===== src/rtl/instr_encoder.sv =====
// Program-load encoder: packs instruction fields into 32-bit words, queues them and
// writes them to instruction memory. Optional request legality checking: ENC_CHECK_EN.
module instr_encoder #(
  parameter int unsigned DEPTH     = 4,
  parameter logic [31:0] BASE_ADDR = 32'h0000_0000
) (
  input  logic        clk,
  input  logic        reset,
  input  logic        in_valid,
  output logic        in_ready,
  input  logic [3:0]  cond,
  input  logic [1:0]  op,
  input  logic [5:0]  funct,
  input  logic [3:0]  rn,
  input  logic [3:0]  rd,
  input  logic [11:0] src2,
  input  logic [23:0] imm24,
  input  logic        rewind,
  output logic        mem_we,
  output logic [31:0] mem_addr,
  output logic [31:0] mem_wd,
  input  logic        mem_ready,
  output logic [7:0]  count,
  output logic        busy,
  output logic        err
);

  localparam int unsigned AW = $clog2(DEPTH);
  localparam logic [AW:0] PTR_ONE = {{AW{1'b0}}, 1'b1};

  typedef enum logic {
    IDLE  = 1'b0,
    WRITE = 1'b1
  } state_e;

  state_e      state_q, state_d;
  logic [31:0] fifo_q [DEPTH];
  logic [AW:0] wr_ptr_q, rd_ptr_q;
  logic [31:0] addr_q, addr_d;
  logic [31:0] wd_q, wd_d;
  logic [7:0]  count_q, count_d;
  logic [31:0] enc_word;
  logic        fifo_empty, fifo_full;
  logic        accept, illegal, push_req;
  logic        push_fifo, pop_fifo;
  logic        complete, load_slot;

  function automatic logic [31:0] encode(
    input logic [3:0]  f_cond,
    input logic [1:0]  f_op,
    input logic [5:0]  f_funct,
    input logic [3:0]  f_rn,
    input logic [3:0]  f_rd,
    input logic [11:0] f_src2,
    input logic [23:0] f_imm24
  );
    if (f_op == 2'b10) begin
      encode = {f_cond, f_op, f_funct[5:4], f_imm24};
    end else begin
      encode = {f_cond, f_op, f_funct, f_rn, f_rd, f_src2};
    end
  endfunction

  function automatic logic [7:0] sat_inc(input logic [7:0] val);
    sat_inc = (val == 8'hFF) ? val : val + 8'd1;
  endfunction

  assign enc_word   = encode(cond, op, funct, rn, rd, src2, imm24);
  assign fifo_empty = (wr_ptr_q == rd_ptr_q);
  assign fifo_full  = (wr_ptr_q[AW] != rd_ptr_q[AW]) &&
                      (wr_ptr_q[AW-1:0] == rd_ptr_q[AW-1:0]);

  assign in_ready = !fifo_full;
  assign accept   = in_valid && in_ready;
  assign push_req = accept && !illegal;

`ifdef ENC_CHECK_EN
  logic err_q;

  // Register-shifted-register operands (op 00, funct[5]=0, src2[4]=1) are not supported.
  assign illegal = (op == 2'b11) || ((op == 2'b00) && !funct[5] && src2[4]);

  always_ff @(posedge clk) begin
    if (reset) begin
      err_q <= 1'b0;
    end else if (accept && illegal) begin
      err_q <= 1'b1;
    end
  end

  assign err = err_q;
`else
  assign illegal = 1'b0;
  assign err     = 1'b0;
`endif

  assign complete  = (state_q == WRITE) && mem_ready;
  assign load_slot = (state_q == IDLE) || complete;

  always_comb begin
    state_d   = state_q;
    addr_d    = addr_q;
    wd_d      = wd_q;
    count_d   = count_q;
    push_fifo = 1'b0;
    pop_fifo  = 1'b0;

    if (complete) begin
      addr_d  = addr_q + 32'd4;
      count_d = sat_inc(count_q);
    end

    if ((state_q == IDLE) && fifo_empty && rewind) begin
      addr_d  = BASE_ADDR;
      count_d = 8'd0;
    end

    // With an empty FIFO the incoming word bypasses straight into the output register,
    // giving one-cycle latency and full throughput when mem_ready stays high.
    if (load_slot) begin
      if (!fifo_empty) begin
        pop_fifo  = 1'b1;
        push_fifo = push_req;
        wd_d      = fifo_q[rd_ptr_q[AW-1:0]];
        state_d   = WRITE;
      end else if (push_req) begin
        wd_d    = enc_word;
        state_d = WRITE;
      end else begin
        state_d = IDLE;
      end
    end else begin
      push_fifo = push_req;
    end
  end

  always_ff @(posedge clk) begin
    if (reset) begin
      state_q  <= IDLE;
      wr_ptr_q <= '0;
      rd_ptr_q <= '0;
      addr_q   <= BASE_ADDR;
      wd_q     <= 32'd0;
      count_q  <= 8'd0;
    end else begin
      state_q <= state_d;
      addr_q  <= addr_d;
      wd_q    <= wd_d;
      count_q <= count_d;
      if (push_fifo) begin
        wr_ptr_q <= wr_ptr_q + PTR_ONE;
      end
      if (pop_fifo) begin
        rd_ptr_q <= rd_ptr_q + PTR_ONE;
      end
    end
  end

  // Storage carries no reset; validity is tracked by the pointers.
  always_ff @(posedge clk) begin
    if (push_fifo) begin
      fifo_q[wr_ptr_q[AW-1:0]] <= enc_word;
    end
  end

  assign mem_we   = (state_q == WRITE);
  assign mem_addr = addr_q;
  assign mem_wd   = wd_q;
  assign count    = count_q;
  assign busy     = !fifo_empty || (state_q == WRITE);

endmodule


===== config.mk =====
export PLATFORM = sky130hd
export DESIGN_NAME = instr_encoder
export DESIGN_NICKNAME = d
export VERILOG_FILES = /design/src/rtl/instr_encoder.sv
export SDC_FILE = /design/constraint.sdc
export NUM_CORES = 1
export LEC_CHECK = 0
export BUFFER_PORTS_ARGS = -buffer_cell sky130_fd_sc_hd__buf_2
export CAP_MARGIN = 15
export CORE_MARGIN = 2
export CORE_UTILIZATION = 25
export DETAILED_ROUTE_END_ITERATION = 8
export GPL_TIMING_DRIVEN = 1
export PLACE_DENSITY = 0.53
export SLEW_MARGIN = 0
export SYNTH_ARGS = -nofsm -noshare
export SYNTH_HDL_FRONTEND = slang
export SYNTH_SLANG_ARGS = --single-unit

===== constraint.sdc =====
create_clock -name clk -period 3.1 [get_ports clk]
set_clock_uncertainty 0.1 [all_clocks]
set_input_delay 0.31 -clock clk [delete_from_list [all_inputs] [get_ports clk]]
set_output_delay 0.31 -clock clk [all_outputs]
set_load 0.05 [all_outputs]

**After elaboration in Yosys (flattened, before gate mapping)**

Memory sizes are Yosys's and may differ from the RTL's. A register that Yosys moved wholly into a read port is not among the register bits.
Cells that the tools add are included.
W data, S select, Z words.

- Flip-flop bits (word level): 79
- RAM bits: 128
- Input port bits: 61
- Memories: 1

Memories:

| name | words | width | read ports | clocked after memory_dff | write ports | line | text |
|---|---|---|---|---|---|---|---|
| fifo_q | 4 | 32 | 1 | 1 | 1 | 37 | `logic [31:0] fifo_q [DEPTH];` |

- Add/subtract/negate cells: 4
- Eq/ne operators: 6
- Muxes and demuxes: 13
- Bitwise gates (word level): 2
- Reduce and logical (&&, ||, !) cells: 12

Operators by type and width:

| cell | count |
|---|---|
| $mux W32 | 2 |
| $add A32 B3 Y32 const B | 1 |
| $mux W24 | 1 |
| $add A8 B1 Y8 const B | 1 |
| $eq A8 B8 Y1 const B | 1 |
| $mux W1 | 8 |
| $add A3 B1 Y3 const B | 2 |
| $logic_and A1 B1 Y1 | 5 |
| $mux W2 | 2 |
| $reduce_and A2 Y1 | 2 |
| $eq A3 B3 Y1 | 1 |
| $eq A2 B2 Y1 | 1 |
| $eq A2 B2 Y1 const B | 1 |
| $logic_not A1 Y1 | 2 |
| $logic_or A1 B1 Y1 | 2 |
| $ne A2 B1 Y1 const B | 1 |
| $not A1 Y1 | 2 |
| $reduce_or A2 Y1 | 1 |
| $ne A1 B1 Y1 | 1 |

**Depth between registers and ports, before layout**

- Word-level depth: 8
- Depth in mapped cells: 6
- Gate-level depth less buffers: 5

**Worst setup path before layout**

No wires, ideal clock.

- Path type: reg-to-reg
- Start point: reg state_q, in the netlist mem_we
- End point: reg wr_ptr_q[2]
- Setup time: 121 ps
- Arrival: 2,414 ps
- Setup slack: 465 ps
- Stages on the path, launching flop included: 5
- Cell sequence: dfxtp_1 -> nor2b_1 -> a211o_1 -> and3_1 -> mux2_2

- Word-level cells in the longest chain between the ends: 3

Ends and longest elaborated chain:

| what | line | text |
|---|---|---|
| from (decl) | 36 | `state_e state_q, state_d;` |
| from (signal assigned) | 146 | `state_q <= state_d;` |
| $logic_and A1 B1 Y1 or $not A1 Y1 (tied branches) | 97, 98 |  |
| $logic_or A1 B1 Y1 * | 98 | `assign load_slot = (state_q == IDLE) \|\| complete;` |
| $mux W1 * | 120 | `if (load_slot) begin` |
| to (signal assigned) | 151 | `wr_ptr_q <= wr_ptr_q + PTR_ONE;` |
| to (decl) | 38 | `logic [AW:0] wr_ptr_q, rd_ptr_q;` |

Every way passes the cells marked *; elsewhere a longest branch is shown, timed or not.
A chain may end at the register's enable or synchronous reset.

**Final worst setup path**

- Start point: reg wr_ptr_q[0]
- End point: out in_ready

- Word-level cells in the longest chain between the ends: 3

Ends and longest elaborated chain:

| what | line | text |
|---|---|---|
| $eq A2 B2 Y1 | 71 | `(wr_ptr_q[AW-1:0] == rd_ptr_q[AW-1:0]);` |
| $logic_and A1 B1 Y1 | 70 | `assign fifo_full = (wr_ptr_q[AW] != rd_ptr_q[AW]) &&` |
| $logic_not A1 Y1 | 73 | `assign in_ready = !fifo_full;` |
| to (decl) | 10 | `output logic in_ready,` |

Every way passes these cells.

==> results.cfg <==
[power_and_ir_drop]
power_switching_share_pct = 35.6
pwr_per_cell_area_mw_per_mm2 = 857
clockPowerShare_pct = 31.4
cellLeakagePower_nw = 3.85
irDropWorstVdd_v = 0.000455
fin_total_pwr_mw = 9.14
cell_internal_power_mw = 5.89
power.switching_mw = 3.25
seqPwrFrac_pct = 39.3
combPwrFrac_pct = 29.3

[timing]
grt_setup_unrepaired = no
layout_setup_ws_ns = 0.617
finalCriticalPeriod_ns = 2.48
final.setup.tns_ns = 0
max_freq_mhz = 403
number_of_failing_setup_endpoints_in_the_final_timing_report = 0
min_period_over_period_pct = 80.1
final-hold-violation-count = 0
maxSlewViolCount = 0
slew_headroom_pct = 36.6
whs_ns = 0.0291
tightestPinTransition_ns = 0.951

[setup_path]
path_cells = xor2_1, or3_1, buf_2
critPathArrivalTime_ns = 2.07
worst_setup_path_end_kind = primary output
timing.critical_path.required_ns = 2.69
critical_path.max_fanout = 9
setup.reg_to_reg.worst_slack_ns = 0.65
worst_setup_path_start_kind = register
critPathMaxStageDelay_ns = 0.56
cpMaxStageDelayCell = sky130_fd_sc_hd__xor2_1
crit_type = register to primary output

[layout]
area.growth.synth_to_final_pct = 24.8
layout.cells.most_common_list = sky130_fd_sc_hd__buf_2, sky130_fd_sc_hd__edfxtp_1, sky130_fd_sc_hd__nand2_1
post-route-cell-area_mm2 = 0.0107
finish.cell_count_without_fillers = 1262
nFillCells = 3373
multi_input_comb_area_mm2 = 0.00293
utilization_pct = 31.8
sequential_cell_area_mm2 = 0.00543
layout.nets = 863
most_common_cell_after_layout_fill_and_taps_aside = sky130_fd_sc_hd__buf_2
post_route_cells_drive_above_1_share_pct = 32.5

[placed_design]
placement.cell_area_mm2 = 0.00976
buffer_ports.inserted = 133
detailedPlacementHpwl_um = 13500
finalWeightedCongestion = 0.700
placedCellCount = 1208
post-place-ws_ns = 0.623

[cts]
cts_h_tree_lvls = 1
cts_max_path_buffers = 3
cts.clk_slew.worst_paths_ns = 0.06
clock-sinks = 207
cts-hold-fix-buffers = 9
cts_tree = yes
post_cts_buffers = 0
cts-resized-gates = 0
clockRootBuffer = sky130_fd_sc_hd__clkbuf_16
worst_skew_pair.late_latency_ns = 0.53
cts_made_buffers = 24

[yosys]
yosys.area_share.simple_pct = 10.5
yosys_warnings = 0
register_area_share_after_synthesis_pct = 63.4
synth.distinct_cells = 45
dominant_combinational_cell_family_by_area_after_synthesis = multiplexers
synthAdderAreaFrac_pct = 1.02
synth_xor_xnor_area_share_pct = 2.15
multiplexer_share_of_the_synthesized_area_pct = 12.4
share_of_the_synthesized_area_in_compound_gates_ao_oa_aoi_oai_pct = 7.76
postSynthAreaPerCell_um2 = 13.2
synth_seq_cells = 207
syn-instance-count = 650
synth.cell_area_mm2 = 0.00855

[detailed_routing]
antenna_violating_nets_post_route = 0
drtIter0Drc = 302
drt_wl_total_um = 20700
first_pass_iters = 5
post_drt_wl_per_cell_um = 16.4
routed_via_density = 4.46
total_vias_in_the_final_route = 5633
post-route-drc-count = 0

[floorplan]
rows = 67
dieHeight_um = 189
design.portCount = 137
start_util_pct = 25.4
die_width_um = 189
die_area_mm2 = 0.0357
design.core.area_mm2 = 0.0336

[grt]
grt_pass1_wl_um = 32300
track_usage_pct = 11.4
grt_remaining_overflow = 0
first_global_vias = 5570
antenna_violations_before_repair = 1
grt_max_degree = 42

[status]
outcome = completed

[job]
maxCapViolCount = 0

[worst_hold_path]
holdCritPathClass = primary input to register
-- power groups by stage --
stage | clock (mW) | sequential, mW | combinational [mW]
floorplan | 0 | 4.24 | 1.32
global route | 3.07 | 3.65 | 2.91
detailed placement | 0 | 3.66 | 2.70
CTS | 2.96 | 3.60 | 2.72
finish | 2.87 | 3.59 | 2.68
global placement | 0 | 3.65 | 2.70
-- worst max-delay path, delay by kind of cell, from the launching register on --
kind / cells / cell delay, ns
flip-flops: 1 / 0.41
AND/OR/NAND/NOR: 1 / 0.28
XOR/XNOR: 1 / 0.56
buffers and inverters: 1 / 0.29
-- state kept, by name (all words and copies together), names as in the netlist, named ones only --
| name | count |
|---|---|
| wr_ptr_q | 3 |
| mem_addr | 30 |
| mem_we | 1 |
| rd_ptr_q | 3 |
| fifo_q | 128 |
| mem_wd | 32 |
| count | 8 |
-- metal layers --
| metal | vias up | global-route usage, % | part of all wire [%] |
|---|---|---|---|
| met5 | - | 0 | 0.063 |
| met4 | 2 | 2.73 | 1.4 |
| met3 | 22 | 2.37 | 5.5 |
| met2 | 135 | 18.1 | 45 |
| met1 | 2732 | 16.0 | 48 |
| li1 | 2742 | - | - |
-- worst paths after layout --
| kind | startpoint | end | cells after the start |
|---|---|---|---|
| setup / recovery | wr_ptr_q[0]$_SDFFE_PP0P_ | in_ready | 3 |
| hold / removal | in_valid | wr_ptr_q[0]$_SDFFE_PP0P_ | 3 |
| setup reg to reg | wr_ptr_q[0]$_SDFFE_PP0P_ | fifo_q[3][12]$_DFFE_PP_ | 4 |
| hold reg to reg | mem_addr[27]$_SDFFE_PP0P_ | mem_addr[27]$_SDFFE_PP0P_ | 2 |
-- cell usage after synthesis (all sizes together) --
master,n,area (um^2)
xnor2,6,52.6
o21ai,44,220
or3,11,70.1
o211ai,1,7.51
nand2b,3,18.8
o2111a,1,11.3
nor4,3,18.8
dfxtp,79,1580
a211oi,1,7.51
mux4,32,721
ha,7,87.6
a211o,1,8.76
clkbuf,29,109
xor2,15,131
mux2i,2,20.0
nand4,13,87.6
o31ai,9,67.6
o311ai,1,8.76
and4,3,27.5
o41ai,1,8.76
buf,12,73.8
inv,13,48.8
o41a,1,11.3
or4,10,78.8
nand2,80,300
nor2,27,101
or4b,1,10.0
a31oi,33,206
conb,1,3.75
and3,8,51.3
or2,1,6.26
a21oi,21,105
nor2b,3,18.8
nand3,13,65.1
and2,4,25.0
edfxtp,128,3840
mux2,28,315
nor3,4,20.0
-- cell type report --
type | count | area share [%]
Inverter | 13 | 0.457
Antenna cell | 1 | 0.0234
Tap cell | 448 | 5.25
Clock inverter | 16 | 1.72
Multi-Input combinational cell | 391 | 27.4
Timing Repair Buffer | 158 | 8.32
Clock buffer | 28 | 5.95
Sequential cell | 207 | 50.8
-- logic make-up after synthesis --
kind of cell,after synthesis
muxes,62
and+or+nand+nor,184
DFF,207
adders and majority gates,7
buffers and inverters,54
xor gates and xnor gates,21
other,1
AOI/OAI and AO/OA,114
(Power assumes the default switching activity.)
